<file path="src/rtl/pipelined_adder.sv">
// Pipelined add/subtract unit: WIDTH-bit carry chain split into STAGES slices, one per rank.
// Define ADDER_SAT_EN to clamp the result to signed max/min on overflow.
module pipelined_adder #(
    parameter int unsigned WIDTH  = 8,
    parameter int unsigned STAGES = 2
) (
    input  logic             clk,
    input  logic             rst_n,
    input  logic             in_valid,
    output logic             in_ready,
    input  logic [WIDTH-1:0] a,
    input  logic [WIDTH-1:0] b,
    input  logic             cin,
    input  logic             sub,
    output logic             out_valid,
    input  logic             out_ready,
    output logic [WIDTH-1:0] sum,
    output logic             cout,
    output logic             ovf,
    output logic             zero
);

    localparam int unsigned W_S  = WIDTH / STAGES;
    localparam int unsigned WS1  = W_S + 1;
    localparam int unsigned LAST = STAGES - 1;

    logic             adv_c;
    logic [WIDTH-1:0] src_a   [STAGES];
    logic [WIDTH-1:0] src_b   [STAGES];
    logic [WIDTH-1:0] src_s   [STAGES];
    logic [STAGES-1:0] src_c;
    logic [STAGES-1:0] src_v;
    logic [W_S:0]     slice_c [STAGES];
    logic [WIDTH-1:0] s_d     [STAGES];
    logic [STAGES-1:0] cy_d;
    logic [WIDTH-1:0] raw_c;
    logic [WIDTH-1:0] res_c;
    logic             msb_cin_c;
    logic             cout_d;
    logic             ovf_d;
    logic             zero_d;

    logic             out_vld_q;
    logic [WIDTH-1:0] sum_q;
    logic             cout_q;
    logic             ovf_q;
    logic             zero_q;

    // Whole pipeline moves together; only a stalled valid result freezes it.
    assign adv_c    = !out_vld_q || out_ready;
    assign in_ready = adv_c;

    generate
        if (STAGES > 1) begin : g_mid
            logic [STAGES-2:0] vld_q;
            logic [STAGES-2:0] cy_q;
            logic [WIDTH-1:0]  a_q [STAGES-1];
            logic [WIDTH-1:0]  b_q [STAGES-1];
            logic [WIDTH-1:0]  s_q [STAGES-1];

            // Rank 0 takes the handshake inputs; subtraction folds into inverted B and carry.
            always_comb begin
                src_v[0] = in_valid;
                src_a[0] = a;
                src_b[0] = sub ? ~b : b;
                src_c[0] = sub ? ~cin : cin;
                src_s[0] = '0;
                for (int unsigned k = 1; k < STAGES; k++) begin
                    src_v[k] = vld_q[k-1];
                    src_a[k] = a_q[k-1];
                    src_b[k] = b_q[k-1];
                    src_c[k] = cy_q[k-1];
                    src_s[k] = s_q[k-1];
                end
            end

            always_ff @(posedge clk or negedge rst_n) begin
                if (!rst_n) begin
                    vld_q <= '0;
                    cy_q  <= '0;
                    for (int unsigned k = 0; k < LAST; k++) begin
                        a_q[k] <= '0;
                        b_q[k] <= '0;
                        s_q[k] <= '0;
                    end
                end else if (adv_c) begin
                    for (int unsigned k = 0; k < LAST; k++) begin
                        vld_q[k] <= src_v[k];
                        cy_q[k]  <= cy_d[k];
                        a_q[k]   <= src_a[k];
                        b_q[k]   <= src_b[k];
                        s_q[k]   <= s_d[k];
                    end
                end
            end
        end else begin : g_single
            always_comb begin
                src_v[0] = in_valid;
                src_a[0] = a;
                src_b[0] = sub ? ~b : b;
                src_c[0] = sub ? ~cin : cin;
                src_s[0] = '0;
            end
        end
    endgenerate

    // One W_S-bit slice of the carry chain per rank.
    always_comb begin
        for (int unsigned k = 0; k < STAGES; k++) begin
            slice_c[k] = {1'b0, src_a[k][k*W_S +: W_S]} + {1'b0, src_b[k][k*W_S +: W_S]}
                       + WS1'(src_c[k]);
            s_d[k]     = src_s[k];
            s_d[k][k*W_S +: W_S] = slice_c[k][W_S-1:0];
            cy_d[k]    = slice_c[k][W_S];
        end
    end

    // Flags from the last rank; carry into the MSB is recovered from the MSB sum bit.
    always_comb begin
        raw_c     = s_d[LAST];
        msb_cin_c = src_a[LAST][WIDTH-1] ^ src_b[LAST][WIDTH-1] ^ raw_c[WIDTH-1];
        cout_d    = cy_d[LAST];
        ovf_d     = msb_cin_c ^ cy_d[LAST];
`ifdef ADDER_SAT_EN
        res_c     = !ovf_d ? raw_c :
                    src_a[LAST][WIDTH-1] ? {1'b1, {(WIDTH-1){1'b0}}} : {1'b0, {(WIDTH-1){1'b1}}};
`else
        res_c     = raw_c;
`endif
        zero_d    = (res_c == '0);
    end

    always_ff @(posedge clk or negedge rst_n) begin
        if (!rst_n) begin
            out_vld_q <= 1'b0;
            sum_q     <= '0;
            cout_q    <= 1'b0;
            ovf_q     <= 1'b0;
            zero_q    <= 1'b0;
        end else if (adv_c) begin
            out_vld_q <= src_v[LAST];
            sum_q     <= res_c;
            cout_q    <= cout_d;
            ovf_q     <= ovf_d;
            zero_q    <= zero_d;
        end
    end

    assign out_valid = out_vld_q;
    assign sum       = sum_q;
    assign cout      = cout_q;
    assign ovf       = ovf_q;
    assign zero      = zero_q;

endmodule
</file>
<file path="config.mk">
export PLATFORM = sky130hd
export DESIGN_NAME = pipelined_adder
export DESIGN_NICKNAME = d
export VERILOG_FILES = /design/src/rtl/pipelined_adder.sv
export SDC_FILE = /design/constraint.sdc
export NUM_CORES = 1
export LEC_CHECK = 0
export BUFFER_PORTS_ARGS = -buffer_cell sky130_fd_sc_hd__buf_2
export CAP_MARGIN = 10
export CELL_PAD_IN_SITES_DETAIL_PLACEMENT = 1
export CELL_PAD_IN_SITES_GLOBAL_PLACEMENT = 1
export CORE_UTILIZATION = 33
export CTS_BUF_LIST = sky130_fd_sc_hd__clkbuf_8
export DETAILED_ROUTE_END_ITERATION = 6
export PLACE_DENSITY = 0.73
export SYNTH_ARGS = -nofsm -noshare
export SYNTH_HDL_FRONTEND = slang
export SYNTH_SLANG_ARGS = --single-unit
</file>
<file path="constraint.sdc">
create_clock -name clk -period 5.88 [get_ports clk]
set_input_delay 0.882 -clock clk [delete_from_list [all_inputs] [get_ports clk]]
set_output_delay 0.882 -clock clk [all_outputs]
set_load 0.005 [all_outputs]
</file>
* After elaboration in Yosys (flattened, before gate mapping) *
Index checks and enable logic that the tools add are counted.

word-level totals
  register bits = 34
  input port bits = 22
  output and inout bits = 13
  word-level logic and storage cells = 24

cells by class
  add/sub/neg operators = 4
  multiplexer cells = 2
  bitwise operators = 5
  reduce and logical (&&, ||, !) cells = 3

operators with widths
  cell                                    number
  4-bit by 4-bit adder with 5-bit output  2
  5-bit by 1-bit adder with 5-bit output  2
  8-bit logical NOT                       1
  8-bit 2-to-1 mux                        1
  8-bit inverter                          1
  1-bit XOR                               3
  1-bit logical NOT                       1
  1-bit logical OR                        1
  1-bit 2-to-1 mux                        1
  1-bit inverter                          1

* Longest topological paths before layout *
Gate-level depths: netlist (run 1).

  word-level depth = 4
  gate-level depth with buffers = 7
  depth with buffers taken out = 6

* Least setup slack after synthesis (run 1) *
OpenSTA, ideal clock, no wires.

  kind = input to register
  from = in sub
  to = reg g_mid.cy_q
  library setup time = 0.139 ns
  arrival = 2.424 ns
  data required time = 5.741 ns
  slack = 3.317 ns
  stages on the path = 7
  buffers on the path = 1
  cells stage by stage = buf_2 > xor2_1 > fa_1 > fa_1 > a21o_1 > a21oi_1 > a21oi_1

between the ends
  longest elaborated chain between the ends = 3
  elaborated cells on any way between the ends = 4
  those cells by class = add/sub (2); mux (2)

RTL lines
  item                                      RTL line  text
  start: declaration                        14        input logic sub,
  8-bit 2-to-1 mux                          65        src_b[0] = sub ? ~b : b;
  4-bit by 4-bit adder with 5-bit output    110       slice_c[k] = {1'b0, src_a[k][k*W_S +: W_S]} + {1'b0, src_b[k][k*W_S +: W_S]}
  5-bit by 1-bit adder with 5-bit output *  111       + WS1'(src_c[k]);
  end signal: indexed assignment            89        cy_q[k] <= cy_d[k];
  end: declaration                          56        logic [STAGES-2:0] cy_q;

Mark *: on every way between the ends. The rest lies on a longest branch, timed or not.
A chain may end at the register's enable or synchronous reset.

* Worst setup path after layout (run 1) *
  from = in out_ready
  to = out in_ready

between the ends
  longest elaborated chain between the ends = 1

RTL lines
  item                RTL line  text
  start: declaration  16        input logic out_ready,
  1-bit logical OR    50        assign adv_c = !out_vld_q || out_ready;
  end: declaration    10        output logic in_ready,

Every way passes these cells.

==> reports/metrics.cfg, run 1 <==
[sta]
finalHoldViolCount = 0
tns_ns = 0
fin_crit_sh = 0.458
setup_viol = 0
skew_ns = 0.00282
maxSlewHeadroom = 0.621
max_freq_mhz = 372
worst_pin_slew_ns = 0.568
period_needed_ns = 2.69
rsz0062_at_grt = no
maxSlewViolCount = 0

[clock_network]
cts_max_level = 1
cts_setup_buffers = 0
cts.sinks = 26
path_clk_slew_ns = 0.09
clock_path_buffers = 2
cts_resized = 0
cts_buffers = 3
clock_latency_ns = 0.27
cts_tree = built
cts_hold_buffers = 0
root_buffer = clkbuf_8

[global_route]
grt_pass1_wl_mm = 4.74
grt_max_degree = 32
met1_usage = 0.172
use_met3 = 0.0158
track_usage = 0.144
grt_pass1_vias = 1098
grt-busiest-layer = met2
grt.overflow.total = 0
antenna_found_initial = 0
grt_util_met2 = 0.261

[yosys]
synth_seq_area_share = 0.502
syn_area_um2 = 1300
synth_cells = 131
synth_nets = 163
ys_ff_latch = 26
avgSynthCellArea_um2 = 9.89
yosys.cell_types.count = 20
yosysWarnings = 0

[pwr]
p_int_mw = 0.401
clockPowerShare = 0.257
ir_worst_vdd_mv = 0.115
p_leak_nw = 0.811
pwr_density_cell_nw_per_um2 = 364
p_seq_frac = 0.446
combPwrFrac = 0.297
netSwitchingFraction = 0.304
switchingPower_mw = 0.175
total_power_mw = 0.576

[worst_setup_path]
worst-path-max-fanout = 31
crit_required_ns = 5.00
rr_startpoint = g_mid.cy_q
cp.depth = 5
worst-path-buf-inv = 4
rr_worst_depth = 6
cp-start-kind = input port
crit_slowest_cell = buf_4
crit_family = buffers and inverters
reg2reg_setup_slack_ns = 3.85
cpPeakStageDelay_ns = 0.30
end_kind = output port
crit_chain = buf_2, nor2b_2, buf_4, inv_2, buf_2
critPathKind = in2out
startpoint = out_ready
reg2reg_to = ovf
critPathArrivalTime_ns = 1.81
cp_common_cell = buf_2

[drt]
vias_per_cell = 4.61
drtIter0Drc = 34
postRouteWirelength_mm = 2.58
wl_per_cell_um = 12.2
vias = 977
postRouteAntennaNets = 0
firstDrtPassIters = 3
drcViolationCount = 0

[cells_and_area]
antenna_cells = 0
fin_area_um2 = 1580
multi_input_comb_area_um2 = 621
register_area_um2 = 651
fillCellCount = 449
area_growth_pct = 22.2
drive_gt1_frac = 0.262
fin_nets = 197

[status]
outcome = finished, final reports clean

[place]
place_area_um2 = 1510
place_congestion = 0.710
hpwl_mm = 1.97
numPortBuffers = 34

[hold_path]
whs_endpoint = sum[2]
hp-class = reg2reg
holdPathStages = 2
hp-start = sum[2]

[floorplan]
die-width_um = 64.7
core_um2 = 3720
num_io_pins = 35
fp.dieH_um = 64.7
num_rows = 22
die_area_um2 = 4180
start_util = 0.349

[run]
cap_viol_max_count = 0

==> synth_stat cells <==
library cell / instances / area [um^2]
a21o_1: 4 / 30.0
dfrtp_1: 26 / 651
nand2b_1: 1 / 6.26
o21a_1: 1 / 7.51
nor4_2: 1 / 12.5
or4_4: 1 / 11.3
nor2_1: 2 / 7.51
xnor2_1: 7 / 61.3
a21oi_1: 6 / 30.0
xor2_1: 7 / 61.3
o21ai_0: 5 / 25.0
nand2_1: 48 / 180
nor2b_1: 1 / 6.26
ha_1: 6 / 75.1
clkbuf_1: 5 / 18.8
o21ai_1: 3 / 15.0
a22o_1: 1 / 8.76
fa_1: 4 / 80.1
inv_2: 1 / 3.75
buf_2: 1 / 5.00
==> layer usage <==
metal / wire [um] / vias up
li1: - / 483
met1: 1230 / 468
met2: 1250 / 24
met3: 72 / 2
met4: 27 / 0
met5: 0 / -
==> flip-flops by register name (all words and copies together), names as in the netlist <==
register	flops
g_mid.cy_q	1
out_valid	1
sum	8
cout	1
g_mid.vld_q	1
zero	1
ovf	1
g_mid.b_q	4
g_mid.a_q	4
g_mid.s_q	4
==> cell type report <==
cell class	instances	area share
clock buffer	3	0.0261
inverter	1	0.00237
timing repair buffer	35	0.112
sequential	26	0.411
clock inverter	1	0.0190
multi-input combinational	98	0.392
tap	48	0.0379
==> worst max path at each step <==
stage          slack, ns         end
6_report            3.19    in_ready
5_1_grt             3.11    in_ready
4_1_cts             3.17    in_ready
3_5_place_dp        3.18    in_ready
3_3_place_gp        3.24    in_ready
2_1_floorplan       3.32  g_mid.cy_q
==> metrics by stage <==
| stage | hold WS (ns) | utilization | cells | setup slack [ns] |
|---|---|---|---|---|
| 2_1_floorplan | 0.430 | - | 131 | 3.32 |
| 3_3_place_gp | 0.449 | 0.407 | 208 | 3.24 |
| 3_5_place_dp | 0.455 | 0.407 | 208 | 3.18 |
| 4_1_cts | 0.477 | 0.426 | 212 | 3.17 |
| 5_1_grt | 0.490 | 0.426 | 212 | 3.11 |
| 6_report | 0.470 | 0.426 | 212 | 3.19 |
==> power by group through the flow <==
stage               Combinational (mW)  Sequential, mW  Clock, mW
detailed placement               0.174           0.262          0
floorplan                        0.107           0.259          0
finish                           0.171           0.257      0.148
global placement                 0.167           0.259          0
CTS                              0.176           0.258      0.152
global route                     0.199           0.265      0.158
==> tightest hold or removal path, delay by kind of cell (launching register included) <==
family,cells,cell delay (ns)
DFF,1,0.34
and+or+nand+nor,2,0.10
==> layout by cell type, fill, tap and decap left out, drive strengths merged, types with 3 or more instances in the layout <==
| cell | instances |
|---|---|
| a21o | 4 |
| a21oi | 6 |
| buf | 35 |
| clkbuf | 3 |
| dfrtp | 26 |
| fa | 4 |
| ha | 6 |
| nand2 | 48 |
| o21ai | 8 |
| xnor2 | 7 |
| xor2 | 7 |
==> kinds of logic after synthesis <==
group,share of synthesized area
flops,0.502
compound gates,0.0898
fa+ha+maj,0.120
xor+xnor,0.0946
simple gates,0.173
buf+inv,0.0212
(Power assumes the default switching activity.)
==> inputs of run 2 (changes only) <==
--- a/config.mk
+++ b/config.mk
@@ -5,6 +5,7 @@
 export SDC_FILE = /design/constraint.sdc
 export NUM_CORES = 1
 export LEC_CHECK = 0
+export ABC_AREA = 1
 export BUFFER_PORTS_ARGS = -buffer_cell sky130_fd_sc_hd__buf_2
 export CAP_MARGIN = 10
 export CELL_PAD_IN_SITES_DETAIL_PLACEMENT = 1
@@ -12,7 +13,7 @@
 export CORE_UTILIZATION = 33
 export CTS_BUF_LIST = sky130_fd_sc_hd__clkbuf_8
 export DETAILED_ROUTE_END_ITERATION = 6
-export PLACE_DENSITY = 0.73
+export PLACE_DENSITY = 0.77
 export SYNTH_ARGS = -nofsm -noshare
 export SYNTH_HDL_FRONTEND = slang
 export SYNTH_SLANG_ARGS = --single-unit
==> constraint.sdc (replaced) <==
create_clock -name clk -period 2.27 [get_ports clk]
set_input_delay 0.3405 -clock clk [delete_from_list [all_inputs] [get_ports clk]]
set_output_delay 0.3405 -clock clk [all_outputs]
set_load 0.005 [all_outputs]
==> run 2 against run 1 <==
Hold slack got worse by 0.42 ns; non-clock buffer count unchanged; final cell count is 11% higher; critical endpoint is now zero; largest power group unchanged; highest routed layer unchanged.
==> reports/metrics.cfg, run 2 <==
[clock_network]
cts_tree = built  ; unchanged
cts_buffers = 3  ; unchanged
cts_resized = 0  ; unchanged
cts_max_level = 1  ; unchanged
clock_latency_ns = 0.28  ; was 0.27 ns
cts.sinks = 26  ; unchanged
cts_hold_buffers = 0  ; unchanged
root_buffer = clkbuf_8  ; unchanged
clock_path_buffers = 2  ; unchanged
path_clk_slew_ns = 0.09  ; about the same
cts_setup_buffers = 0  ; unchanged

[yosys]
synth_area_leaders = dfrtp_1 48%, nand2_1 15%, fa_1 5.9%  ; was dfrtp_1 50%, nand2_1 14%, fa_1 6.2%
synth_cells = 154  ; was 131
yosys.cell_types.count = 19  ; was 20
synth_enable_flop_cells = 0  ; unchanged
synth_nets = 186  ; was 163
synth_top_area_share = 0.478  ; was 0.502
synth_top_flop_cell = dfrtp_1  ; unchanged
yosysWarnings = 0  ; unchanged
yosysMostFrequentCell = nand2_1  ; unchanged
syn_area_um2 = 1360  ; was 1300 um^2
ys_ff_latch = 26  ; unchanged
synth_top_area_cell = dfrtp_1  ; unchanged
avgSynthCellArea_um2 = 8.83  ; was 9.89 um^2
synth_seq_area_share = 0.478  ; was 0.502
async_reset_ff_frac = 1.00  ; unchanged
synth_commonest_cells = 54 x nand2_1, 26 x dfrtp_1, 14 x o21ai_0, 11 x inv_1, 9 x nor2_1  ; was 48 x nand2_1, 26 x dfrtp_1, 7 x xnor2_1, 7 x xor2_1

[cells_and_area]
drive_gt1_frac = 0.218  ; was 0.262
antenna_cells = 0  ; unchanged
area_growth_pct = 18.9  ; was 22.2%
largest_reg_flops = 8  ; unchanged
layout_commonest_cell = nand2_1  ; unchanged
post-route-util = 0.426  ; about the same
fin_nets = 221  ; was 197
layout_common_cells = 54 x nand2_1, 34 x buf_2, 26 x dfrtp_1  ; was 48 x nand2_1, 34 x buf_2, 26 x dfrtp_1
fillCellCount = 490  ; was 449

[floorplan]
die-width_um = 66.2  ; was 64.7 um
start_util = 0.358  ; was 0.349
core_um2 = 3800  ; was 3720 um^2
die_area_um2 = 4380  ; was 4180 um^2
num_io_pins = 35  ; unchanged
num_rows = 22  ; unchanged
fp.dieH_um = 66.2  ; was 64.7 um

[sta]
setup_viol = 0  ; unchanged
worst_pin_slew_ns = 0.584  ; was 0.568 ns
timing.final.ws_setup_ns = 0.420  ; was 3.19 ns
fin_crit_sh = 0.815
max_freq_mhz = 541
skew_ns = 0.00687  ; was 0.00282 ns
maxSlewViolCount = 0  ; unchanged
maxSlewHeadroom = 0.610  ; was 0.621
period_needed_ns = 1.85
rsz0062_at_grt = no  ; unchanged
tns_ns = 0  ; unchanged
finalHoldViolCount = 0  ; unchanged
whs_ns = 0.0522  ; was 0.470 ns

[global_route]
met1_usage = 0.185  ; was 0.172
track_usage = 0.156  ; was 0.144
grt_util_met2 = 0.273  ; was 0.261
antenna_found_initial = 0  ; unchanged
grt-busiest-layer = met2  ; unchanged
grt_pass1_wl_mm = 5.09  ; was 4.74 mm
use_met3 = 0.0155  ; was 0.0158
grt_max_degree = 33  ; was 32
grt_pass1_vias = 1148  ; was 1,098
grt.overflow.total = 0  ; unchanged

[worst_setup_path]
reg2reg_to = zero  ; was ovf
rr_startpoint = g_mid.cy_q  ; unchanged
rr_worst_depth = 7  ; was 6
critPathKind = reg2reg  ; was in2out
cp-start-kind = register  ; was input port
crit_required_ns = 2.49  ; was 5.00 ns
worst-path-max-fanout = 2  ; was 31
reg2reg_setup_slack_ns = 0.42  ; was 3.85 ns
critPathArrivalTime_ns = 2.07  ; was 1.81 ns
end_kind = register  ; was output port

[drt]
wl_per_cell_um = 12.3  ; was 12.2 um
postRouteAntennaNets = 0  ; unchanged
postRouteWirelength_mm = 2.91  ; was 2.58 mm
vias_per_cell = 4.64  ; was 4.61
firstDrtPassIters = 2  ; was 3
drtIter0Drc = 35  ; was 34
vias = 1094  ; was 977
drcViolationCount = 0  ; unchanged

[pwr]
p_leak_nw = 0.854  ; was 0.811 nW
pwr_density_cell_nw_per_um2 = 865  ; was 364 nW/um^2
ir_worst_vdd_mv = 0.252  ; was 0.115 mV

[status]
outcome = finished, final reports clean  ; unchanged

[place]
place_congestion = 0.813  ; was 0.710
hpwl_mm = 2.24  ; was 1.97 mm
dp_slack_ns = 0.149  ; was 3.18 ns
numPortBuffers = 34  ; unchanged

[run]
cap_viol_max_count = 0  ; unchanged

[hold_path]
hp-class = in2async  ; was reg2reg

-- run 2: cell types whose count changed in the layout (fill, tap and decap cells not counted), moves of 3 or more --
cell     delta
a21o_1      -4
a21oi_1     -3
inv_1      +11
nand2_1     +6
nand3_1     +8
nor2_1      +7
o21ai_0     +9
o21ai_1     -3
xnor2_1     -3
-- run 2: stage by stage --
step	power (mW)	cells	area, um^2
after floorplan	0.931	154	1360
after global placement	1.08	232	1560
after detailed placement	1.11	232	1560
after CTS	1.42	236	1620
after global routing	1.52	236	1620
final	1.40	236	1620
-- run 2: cell type report --
cell class                 instances  area, um^2  area share
sequential                        26         651       0.402
timing repair buffer              35         178       0.110
clock buffer                       4        55.1      0.0341
multi-input combinational        111         628       0.389
inverter                          12        45.0      0.0279
tap                               48        60.1      0.0372
-- run 2: worst max path at each step --
stage	from	to	cells past startpoint
final	g_mid.cy_q	zero	7
after global routing	g_mid.cy_q	zero	7
after CTS	g_mid.cy_q	zero	7
after detailed placement	sub	g_mid.s_q[2]	9
after global placement	sub	g_mid.cy_q	8
after floorplan	sub	g_mid.cy_q	8
-- run 2: layer usage --
layer	part of all wire	vias to the layer above
met5	0	-
met4	0.024	0
met3	0.035	5
met2	0.49	22
met1	0.45	513
li1	-	554
-- run 2: cells by family (layout without fill, tap and decap cells) --
kind of cell	after synthesis	in the layout	share of synthesized area
buf+inv	17	51	0.0598
xor+xnor	9	9	0.0580
simple gates	74	74	0.222
fa+ha+maj	10	10	0.114
flops	26	26	0.478
compound gates	18	18	0.0681
-- run 2: power by group --
part | switching (mW) | leakage [nW] | internal [mW]
sequential | 0.0643 | 0.312 | 0.581
clock | 0.149 | 0.0288 | 0.155
combinational | 0.256 | 0.514 | 0.192
total | 0.469 | 0.854 | 0.928
-- run 2: critical path: stages, from the launching register on --
cell and delay (ns):
dfrtp_1 0.41, fa_1 0.47, fa_1 0.48, nor2_1 0.10, nand4_1 0.08, nor2_1 0.12
nand2_1 0.07, nand2_1 0.06
==> inputs of run 3 (changes only) <==
--- a/config.mk
+++ b/config.mk
@@ -13,7 +13,7 @@
 export CORE_UTILIZATION = 33
 export CTS_BUF_LIST = sky130_fd_sc_hd__clkbuf_8
 export DETAILED_ROUTE_END_ITERATION = 6
-export PLACE_DENSITY = 0.77
+export PLACE_DENSITY = 0.74
 export SYNTH_ARGS = -nofsm -noshare
 export SYNTH_HDL_FRONTEND = slang
 export SYNTH_SLANG_ARGS = --single-unit
==> constraint.sdc (replaced) <==
create_clock -name clk -period 1.8 [get_ports clk]
set_input_delay 0.27 -clock clk [delete_from_list [all_inputs] [get_ports clk]]
set_output_delay 0.27 -clock clk [all_outputs]
set_load 0.005 [all_outputs]
==> run 3 against run 2 <==
The flow now finishes with violations (negative hold slack); die area stayed put; clock power is 21% higher; routed wire length is 6.0% higher; maximum frequency is 5.4% higher; critical endpoint unchanged.
==> reports/metrics.cfg, run 3 (synthesized netlist as in run 2, its figures left out) <==
[worst_setup_path]
crit_required_ns = 1.97  ; was 2.49 ns
cp-start-kind = register  ; unchanged
crit_slowest_cell = fa_2  ; was fa_1
worst-path-buf-inv = 0  ; unchanged
cpPeakStageDelay_ns = 0.56  ; was 0.48 ns
reg2reg_setup_slack_ns = 0.04  ; was 0.42 ns
rr_worst_depth = 7  ; unchanged
critPathKind = reg2reg  ; unchanged
crit_family = adder cells  ; unchanged
crit_chain = fa_2, fa_2, nor2_1, nand4_1, nor2_1, nand2_1, nand2_1  ; was fa_1, fa_1, nor2_1, nand4_1, nor2_1, nand2_1, nand2_1
critPathArrivalTime_ns = 1.92  ; was 2.07 ns
rr_startpoint = g_mid.b_q[4]  ; was g_mid.cy_q
end_kind = register  ; unchanged
cp.depth = 7  ; unchanged
reg2reg_to = zero  ; unchanged
worst-path-max-fanout = 2  ; unchanged

[cells_and_area]
antenna_cells = 0  ; unchanged
layout_common_cells = 48 x nand2_1, 34 x buf_2, 26 x dfrtp_1  ; was 54 x nand2_1, 34 x buf_2, 26 x dfrtp_1
drive_gt1_frac = 0.277  ; was 0.218
largest_reg_flops = 8  ; unchanged
layout_commonest_cell = nand2_1  ; unchanged
fillCellCount = 473  ; was 490
fin_nets = 224  ; was 221
area_growth_pct = 22.2  ; was 18.9%

[status]
outcome = finished, violations left  ; was finished, final reports clean
violations = negative hold slack

[floorplan]
num_rows = 22  ; unchanged
num_io_pins = 35  ; unchanged
die_area_um2 = 4380  ; unchanged
core_um2 = 3800  ; unchanged
die-width_um = 66.2  ; unchanged
start_util = 0.358  ; unchanged
fp.dieH_um = 66.2  ; unchanged

[pwr]
pwr_density_cell_nw_per_um2 = 1090  ; was 865 nW/um^2
total_power_mw = 1.81  ; was 1.40 mW
p_leak_nw = 0.867  ; was 0.854 nW
ir_worst_vdd_mv = 0.337  ; was 0.252 mV

[clock_network]
cts_max_level = 1  ; unchanged
cts_tree = built  ; unchanged
cts.sinks = 26  ; unchanged
root_buffer = clkbuf_8  ; unchanged
clock_path_buffers = 2  ; unchanged
cts_hold_buffers = 0  ; unchanged
cts_buffers = 3  ; unchanged
clock_latency_ns = 0.27  ; was 0.28 ns
path_clk_slew_ns = 0.09  ; about the same

[place]
numPortBuffers = 34  ; unchanged
place_congestion = 0.817  ; was 0.813
hpwl_mm = 2.40  ; was 2.24 mm

[run]
cap_viol_max_count = 0  ; unchanged

[global_route]
grt_pass1_wl_mm = 5.29  ; was 5.09 mm
grt.overflow.total = 0  ; unchanged
antenna_found_initial = 0  ; unchanged
grt_max_degree = 27  ; was 33
track_usage = 0.159  ; was 0.156
grt_pass1_vias = 1158  ; was 1,148

[sta]
rsz0062_at_grt = yes  ; was no
skew_ns = 0.00265  ; was 0.00687 ns
setup_viol = 0  ; unchanged
worst_pin_slew_ns = 0.575  ; was 0.584 ns
whs_ns = -0.0120  ; was 0.0522 ns
max_freq_mhz = 570  ; was 541 MHz
finalHoldViolCount = 26  ; was 0
fin_crit_sh = 0.975  ; was 0.815
period_needed_ns = 1.76  ; was 1.85 ns
maxSlewHeadroom = 0.617  ; was 0.610
maxSlewViolCount = 0  ; unchanged

[drt]
postRouteWirelength_mm = 3.08  ; was 2.91 mm
firstDrtPassIters = 4  ; was 2
dr.max_layer_used = met4  ; unchanged
wl_per_cell_um = 12.9  ; was 12.3 um
met1_length_mm = 1.36  ; was 1.31 mm
postRouteAntennaNets = 0  ; unchanged
dr_wl_met3_um = 126  ; was 101 um
vias_per_cell = 4.69  ; was 4.64
drcViolationCount = 0  ; unchanged
drtIter0Drc = 37  ; was 35
vias = 1120  ; was 1,094
dr_wl_met2_mm = 1.54  ; was 1.42 mm

[hold_path]
hp-class = in2async  ; unchanged

[run 3: worst max path at each step]
stage	startpoint	endpoint	slack, ns
4_1_cts	g_mid.cy_q	ovf	0.02
3_5_place_dp	sub	g_mid.cy_q	-0.06
2_1_floorplan	sub	g_mid.cy_q	0.03
6_report	g_mid.b_q[4]	zero	0.04
5_1_grt	g_mid.b_q[4]	zero	-0.04
3_3_place_gp	g_mid.cy_q	zero	-0.009
[run 3: power by group]
part / internal, mW / total [mW] / switching (mW) / leakage [nW]
combinational: 0.267 / 0.621 / 0.354 / 0.527
clock: 0.195 / 0.370 / 0.175 / 0.0288
sequential: 0.733 / 0.814 / 0.0809 / 0.312
[run 3: layout make-up]
class                   count  area (um^2)  area share
inverters                  12         45.0      0.0271
clock buffers               4         55.1      0.0331
well taps                  48         60.1      0.0361
multi-input cells         111          651       0.392
flip-flops and latches     26          651       0.392
repair buffers             38          200       0.120
[run 3: worst register-to-register path: stages, from the launching register on]
cell	delay [ns]
dfrtp_1	0.41
fa_2	0.42
fa_2	0.56
nor2_1	0.04
nand4_1	0.07
nor2_1	0.05
nand2_1	0.06
nand2_1	0.04
[run 3: what timing repair did]
item | CTS | global route
setup buffers | 0 | 1
endpoints found under the setup margin | 3 | 3
pin swaps | 0 | 4
gates resized for setup | 1 | 7
endpoints found under the hold margin | 0 | 0
[run 3: metrics by stage]
stage | area (um^2) | TNS (ns) | std cells | setup slack [ns] | utilization
6_report | 1660 | 0 | 239 | 0.0446 | 0.437
5_1_grt | 1660 | -0.0534 | 239 | -0.0448 | 0.437
4_1_cts | 1640 | 0 | 238 | 0.0222 | 0.431
3_5_place_dp | 1580 | -0.110 | 234 | -0.0576 | 0.416
3_3_place_gp | 1580 | -0.00883 | 234 | -0.00883 | 0.416
2_1_floorplan | 1360 | 0 | 154 | 0.0294 | -
[run 3: routing by layer]
layer  GRT usage  vias up
met2       0.281       31
met3      0.0207        5
met5           0        -
met4      0.0479        0
li1            -      555
met1       0.202      529
